--- config.mk ---
export PLATFORM = sky130hd
export DESIGN_NAME = serial_frame_receiver
export DESIGN_NICKNAME = d
export VERILOG_FILES = /design/src/rtl/serial_frame_receiver.sv
export SDC_FILE = /design/constraint.sdc
export NUM_CORES = 1
export LEC_CHECK = 0
export CAP_MARGIN = 20
export CORE_ASPECT_RATIO = 0.75
export CORE_MARGIN = 2
export CORE_UTILIZATION = 50
export DETAILED_ROUTE_END_ITERATION = 8
export PLACE_DENSITY = 0.7
export SYNTH_ARGS = -nofsm -noshare
export SYNTH_HDL_FRONTEND = slang
export SYNTH_SLANG_ARGS = --single-unit
--- constraint.sdc ---
create_clock -name clk_i -period 4.7 [get_ports clk_i]
set_input_delay 0.705 -clock clk_i [delete_from_list [all_inputs] [get_ports clk_i]]
set_output_delay 0.705 -clock clk_i [all_outputs]
set_load 0.02 [all_outputs]
--- src/rtl/serial_frame_receiver.sv ---
// serial_frame_receiver
//   Receiving end of the three-wire serial link (en, sda, scl). Frames are
//   sampled on synchronized scl rising edges, assembled MSB first into
//   DATA_WIDTH-bit words and buffered in a show-ahead FIFO.
//
//   Optional feature macro: RX_PARITY_EN
//     defined   : each frame carries one extra even-parity bit after the data LSB
//     undefined : frames are exactly DATA_WIDTH bits, status_o[5] tied 0
//
//   Ports
//     clk_i     in   system clock (rising edge)
//     reset_i   in   asynchronous active-high reset
//     en_i      in   link frame enable (asynchronous)
//     sda_i     in   link serial data (asynchronous)
//     scl_i     in   link serial clock (asynchronous)
//     rd_i      in   pop FIFO head (single-cycle pulse)
//     clr_i     in   clear sticky error bits (single-cycle pulse)
//     data_o    out  FIFO head word, 0 when empty
//     stb_o     out  one-cycle pulse per pushed word
//     status_o  out  {2'b0, parity err, busy, frame err, overflow, full, not empty}
module serial_frame_receiver #(
  parameter int unsigned DATA_WIDTH = 8,
  parameter int unsigned FIFO_DEPTH = 4
) (
  input  logic                  clk_i,
  input  logic                  reset_i,
  input  logic                  en_i,
  input  logic                  sda_i,
  input  logic                  scl_i,
  input  logic                  rd_i,
  input  logic                  clr_i,
  output logic [DATA_WIDTH-1:0] data_o,
  output logic                  stb_o,
  output logic [7:0]            status_o
);

`ifdef RX_PARITY_EN
  localparam int unsigned EXP_BITS = DATA_WIDTH + 1;
`else
  localparam int unsigned EXP_BITS = DATA_WIDTH;
`endif
  localparam int unsigned SR_W    = EXP_BITS;
  localparam int unsigned CNT_MAX = EXP_BITS + 1;
  localparam int unsigned CNT_W   = $clog2(CNT_MAX + 1);
  localparam int unsigned AW      = $clog2(FIFO_DEPTH);
  localparam int unsigned PW      = AW + 1;

  typedef enum logic [1:0] {
    S_IDLE = 2'd0,
    S_RECV = 2'd1,
    S_DONE = 2'd2
  } state_t;

  // Link synchronizers and edge-history registers
  logic r_en_meta, r_en_sync, r_en_prev;
  logic r_sda_meta, r_sda_sync;
  logic r_scl_meta, r_scl_sync, r_scl_prev;

  // Frame FSM state
  state_t           r_state;
  logic [CNT_W-1:0] r_cnt;
  logic [SR_W-1:0]  r_shift;
  logic             r_busy;
  logic             r_ovf;
  logic             r_ferr;
  logic             w_perr_bit;

  // FIFO state
  logic [DATA_WIDTH-1:0] r_mem [FIFO_DEPTH];
  logic [PW-1:0]         r_wr_ptr;
  logic [PW-1:0]         r_rd_ptr;
  logic                  r_nempty;
  logic                  r_full;
  logic                  r_stb;
  logic [DATA_WIDTH-1:0] r_data;

  // Combinational helpers
  logic                  w_en_rise, w_en_fall, w_scl_rise;
  logic                  w_cnt_ok, w_par_ok, w_frame_ok;
  logic [DATA_WIDTH-1:0] w_word;
  logic                  w_pop, w_push;
  logic [PW-1:0]         w_wr_ptr_n, w_rd_ptr_n;
  logic [DATA_WIDTH-1:0] w_head_n;
  logic                  w_empty_n, w_full_n;

  // Two-flop synchronizers plus one history flop for edge detection
  always_ff @(posedge clk_i or posedge reset_i) begin
    if (reset_i) begin
      r_en_meta  <= 1'b0;
      r_en_sync  <= 1'b0;
      r_en_prev  <= 1'b0;
      r_sda_meta <= 1'b0;
      r_sda_sync <= 1'b0;
      r_scl_meta <= 1'b0;
      r_scl_sync <= 1'b0;
      r_scl_prev <= 1'b0;
    end else begin
      r_en_meta  <= en_i;
      r_en_sync  <= r_en_meta;
      r_en_prev  <= r_en_sync;
      r_sda_meta <= sda_i;
      r_sda_sync <= r_sda_meta;
      r_scl_meta <= scl_i;
      r_scl_sync <= r_scl_meta;
      r_scl_prev <= r_scl_sync;
    end
  end

  // Frame validation and FIFO next-state
  always_comb begin
    w_en_rise  = r_en_sync & ~r_en_prev;
    w_en_fall  = ~r_en_sync & r_en_prev;
    w_scl_rise = r_scl_sync & ~r_scl_prev;
    w_cnt_ok   = (r_cnt == CNT_W'(EXP_BITS));
`ifdef RX_PARITY_EN
    w_word     = r_shift[SR_W-1:1];
    w_par_ok   = ~(^r_shift);
`else
    w_word     = r_shift;
    w_par_ok   = 1'b1;
`endif
    w_frame_ok = (r_state == S_DONE) && w_cnt_ok && w_par_ok;
    w_pop      = rd_i && r_nempty;
    // A pop in the same cycle frees the slot a full FIFO would otherwise refuse
    w_push     = w_frame_ok && (!r_full || w_pop);
    w_wr_ptr_n = r_wr_ptr + PW'(w_push);
    w_rd_ptr_n = r_rd_ptr + PW'(w_pop);
    // Bypass the word being written when it becomes the new head
    if (w_push && (w_rd_ptr_n == r_wr_ptr)) begin
      w_head_n = w_word;
    end else begin
      w_head_n = r_mem[w_rd_ptr_n[AW-1:0]];
    end
    w_empty_n = (w_rd_ptr_n == w_wr_ptr_n);
    w_full_n  = (w_rd_ptr_n[AW-1:0] == w_wr_ptr_n[AW-1:0]) &&
                (w_rd_ptr_n[AW] != w_wr_ptr_n[AW]);
  end

  // Frame FSM with sticky error bits; error events override a same-cycle clear
  always_ff @(posedge clk_i or posedge reset_i) begin
    if (reset_i) begin
      r_state <= S_IDLE;
      r_cnt   <= '0;
      r_shift <= '0;
      r_busy  <= 1'b0;
      r_ovf   <= 1'b0;
      r_ferr  <= 1'b0;
    end else begin
      if (clr_i) begin
        r_ovf  <= 1'b0;
        r_ferr <= 1'b0;
      end
      case (r_state)
        S_IDLE: begin
          r_cnt   <= '0;
          r_shift <= '0;
          if (w_en_rise) begin
            r_state <= S_RECV;
            r_busy  <= 1'b1;
          end
        end
        S_RECV: begin
          if (w_scl_rise) begin
            r_shift <= {r_shift[SR_W-2:0], r_sda_sync};
            if (r_cnt != CNT_W'(CNT_MAX)) begin
              r_cnt <= r_cnt + CNT_W'(1);
            end
          end
          if (w_en_fall) begin
            r_state <= S_DONE;
            r_busy  <= 1'b0;
          end
        end
        S_DONE: begin
          if (!w_cnt_ok) begin
            r_ferr <= 1'b1;
          end else if (w_par_ok && !w_push) begin
            r_ovf <= 1'b1;
          end
          r_state <= S_IDLE;
        end
        default: begin
          r_state <= S_IDLE;
          r_busy  <= 1'b0;
        end
      endcase
    end
  end

`ifdef RX_PARITY_EN
  logic r_perr;

  // Sticky parity error, set on a correctly sized frame with bad parity
  always_ff @(posedge clk_i or posedge reset_i) begin
    if (reset_i) begin
      r_perr <= 1'b0;
    end else begin
      if (clr_i) begin
        r_perr <= 1'b0;
      end
      if ((r_state == S_DONE) && w_cnt_ok && !w_par_ok) begin
        r_perr <= 1'b1;
      end
    end
  end

  assign w_perr_bit = r_perr;
`else
  assign w_perr_bit = 1'b0;
`endif

  // FIFO storage, pointers and registered show-ahead head
  always_ff @(posedge clk_i or posedge reset_i) begin
    if (reset_i) begin
      for (int i = 0; i < int'(FIFO_DEPTH); i++) begin
        r_mem[i] <= '0;
      end
      r_wr_ptr <= '0;
      r_rd_ptr <= '0;
      r_nempty <= 1'b0;
      r_full   <= 1'b0;
      r_stb    <= 1'b0;
      r_data   <= '0;
    end else begin
      if (w_push) begin
        r_mem[r_wr_ptr[AW-1:0]] <= w_word;
      end
      r_wr_ptr <= w_wr_ptr_n;
      r_rd_ptr <= w_rd_ptr_n;
      r_nempty <= ~w_empty_n;
      r_full   <= w_full_n;
      r_stb    <= w_push;
      r_data   <= w_empty_n ? '0 : w_head_n;
    end
  end

  assign data_o   = r_data;
  assign stb_o    = r_stb;
  assign status_o = {2'b00, w_perr_bit, r_busy, r_ferr, r_ovf, r_full, r_nempty};

endmodule
==> flow_summary.ini <==
[synthesis]
synth_edf_count = 0
synth_area_um2 = 3220
ys_top_cells_by_count = dfrtp_1 (74), mux2_2 (29), nand2_1 (21)
synth_mux_area_share_pct = 16.8
synth_fa_ha_area_share_pct = 2.72
yosys_register_bits = 74
postSynth.asyncResetShare_pct = 100
synth_top_flop_cell = dfrtp_1
syn_area_per_cell_um2 = 13.0
yosysWarnings = 0
synth_compound_area_share_pct = 5.44
synthTopCellsByArea = dfrtp_1 (58%), mux2_2 (10%), mux4_2 (5.6%)
yosysMostFrequentCell = dfrtp_1
synth_top_family_by_area = multiplexers
synth.top_cell.area_share_pct = 57.5
ys_types = 38
synth-simple-area-share_pct = 9.79
synth_top_area_cell = dfrtp_1
syn_inst = 247
seq_area_frac_synth_pct = 57.5
synthXorXnorAreaFrac_pct = 3.19

[pwr]
p_seq_share_pct = 51.5
clkPwrFrac_pct = 40.2
p_int_mw = 0.978
switchingPower_mw = 0.310
switching_share_pct = 24.1
power.leakage_nw = 1.73
pwr_density_cell_nw_per_um2 = 350
worst_ir_drop_vdd_uv = 167
combPwrFrac_pct = 8.3

[setup_path]
crit_arrival_ns = 3.51
max_stage_delay_ns = 0.54
path_buf_inv = 2
critPathKind = in -> reg
cp_top_family = simple AND/OR/NAND/NOR gates
slowest_stage = nor2b_1
cp_common_cell = ha_1
critPathMaxFanout = 12
crit_required_ns = 4.90
reg2regPathDepth = 11
crit_chain = clkdlybuf4s50_1 > a21bo_2 > nand3_1 > inv_1 > ha_1 > ha_1 > xor2_1 > xnor2_1 > nor2b_1 > a21oi_1
cp.depth = 10
end_kind = flop
cp-start-kind = input pin

[layout]
final_util_pct = 58.7
stdcell_area_um2 = 3670
antenna_cells = 0
syn_to_final_growth_pct = 14.1
drive_gt1_share_pct = 24.2
num-nets-final = 278

[grt]
antenna_found_initial = 0
grt_util_all_layers_pct = 17.7
grt_pass1_vias = 1784
grt_max_degree = 48
overflow = 0
grt_pass1_wl_um = 9520

[worst_hold_path]
hold_class = reg -> reg
min_path_cells = 0

[placement]
gp_congestion = 0.795
io_buffer_count = 20
place_area_um2 = 3440
dp_hpwl_um = 3710

[cts]
h-tree-depth = 3
tritoncts = done
clk_latency_ns = 0.35
clkSlewWorstSetupHoldPaths_ns = 0.08
cts.sinks = 74
hold_buffers = 0
post_cts_buffers = 0
cts_resized = 0
cts_made_buffers = 9
clock_path_buffers = 2
cts-root-buf = clkbuf_8

[route]
drc_errors = 0
routed_via_density = 5.40
drtIter0Drc = 97
antenna_left = 0
vias = 1890
dr.pass1.iters = 4
totalWireLength_um = 5720
routedWlPerCell_um = 16.4

[sta]
rsz0062_at_grt = no
min_period_over_period_pct = 70.3
clock-skew-final_ns = 0.00854
min_period_ns = 3.31
holdWs_ns = 0.350
finalSetupViolations = 0
worstMarginPinSlew_ns = 0.622
setup_tns_ns = 0
drv_slew = 0
slew_headroom_pct = 58.5
hold_violations = 0
fmax_ghz = 0.303

[floorplan]
fp.dieH_um = 73.5
initial_core_util_pct = 51.5
fp.dieW_um = 96.7
io_pins = 24
dieArea_um2 = 7100
placementRows = 25
core-area_um2 = 6260

[job]
cap_viol_max_count = 0

[outcome]
outcome = finished clean
-- worst paths after layout --
| path | from | endpoint | slack [ns] |
|---|---|---|---|
| max | rd_i | data_o[3] | 1.39 |
| min | r_scl_meta | r_scl_sync | 0.35 |
| max reg2reg | r_cnt[0] | data_o[3] | 1.46 |
| min reg2reg | r_scl_meta | r_scl_sync | 0.35 |
| max in group asynchronous | reset_i | r_mem[14] | 3.09 |
| min in group asynchronous | reset_i | r_busy | 0.68 |
-- power groups by stage --
stage,logic [mW],registers (mW),clock network [mW]
floorplan,0.0882,0.669,0
global placement,0.104,0.676,0
detailed placement,0.107,0.676,0
CTS,0.107,0.663,0.529
global route,0.120,0.666,0.559
finish,0.107,0.664,0.517
-- final cells by class --
| cell class | instances | area, um^2 |
|---|---|---|
| Fill cell | 530 | 2580 |
| Tap cell | 81 | 101 |
| Clock inverter | 4 | 48.8 |
| Inverter | 9 | 33.8 |
| Timing Repair Buffer | 23 | 235 |
| Clock buffer | 12 | 165 |
| Multi-Input combinational cell | 147 | 1240 |
| Sequential cell | 74 | 1850 |
-- layout by cell type (no fill, tap or decap), types with 2 or more instances in the layout --
master / n
mux2_1: 3
inv_1: 8
nand3_1: 5
mux4_2: 8
a21oi_1: 9
clkinv_2: 2
mux2_2: 29
nand4_1: 9
xor2_1: 6
conb_1: 3
dfrtp_1: 74
nor2_1: 5
nand2_1: 21
nand3b_1: 2
xnor2_1: 3
ha_1: 7
o21ai_0: 18
buf_4: 2
clkbuf_8: 12
clkdlybuf4s50_1: 20
-- metal layers --
metal	vias to the layer above	share of wire, %	global-route usage, %
met5	-	0	0
met1	934	52	26.5
met3	9	5.3	7.42
met2	48	42	23.6
met4	0	1.1	4.54
li1	899	-	-
-- registers in the layout, summed over array words and instances, names as in the netlist, 2 cells and up --
register  cells
r_wr_ptr      3
r_state       2
r_rd_ptr      3
r_shift       8
r_cnt         4
r_mem        32
data_o        8
-- cells by family after synthesis --
| kind of cell | after synthesis |
|---|---|
| flip-flops | 74 |
| AND/OR/NAND/NOR | 55 |
| multiplexers | 40 |
| AO/OA/AOI/OAI | 32 |
| buffers and inverters | 28 |
| XOR/XNOR | 10 |
| adder cells (fa/ha/maj) | 7 |
| other | 1 |
-- worst register-to-register path: cells and delay by family (launching register included) --
family                     cells  cell delay, ns
AOI/OAI and AO/OA              1            0.12
xor gates and xnor gates       2            0.37
adders and majority gates      3            0.50
buffers and inverters          2            0.53
DFF                            1            0.45
and+or+nand+nor                3            1.13
-- per-stage QoR --
step                      setup slack (ns)  instances  total power, mW
after CTS                             1.43        349             1.30
final                                 1.39        350             1.29
after global placement                1.23        333            0.780
after detailed placement              1.08        333            0.783
after floorplan                       2.11        249            0.758
after global routing                  1.14        350             1.34
Note: power is estimated with default switching activity, not from simulation.
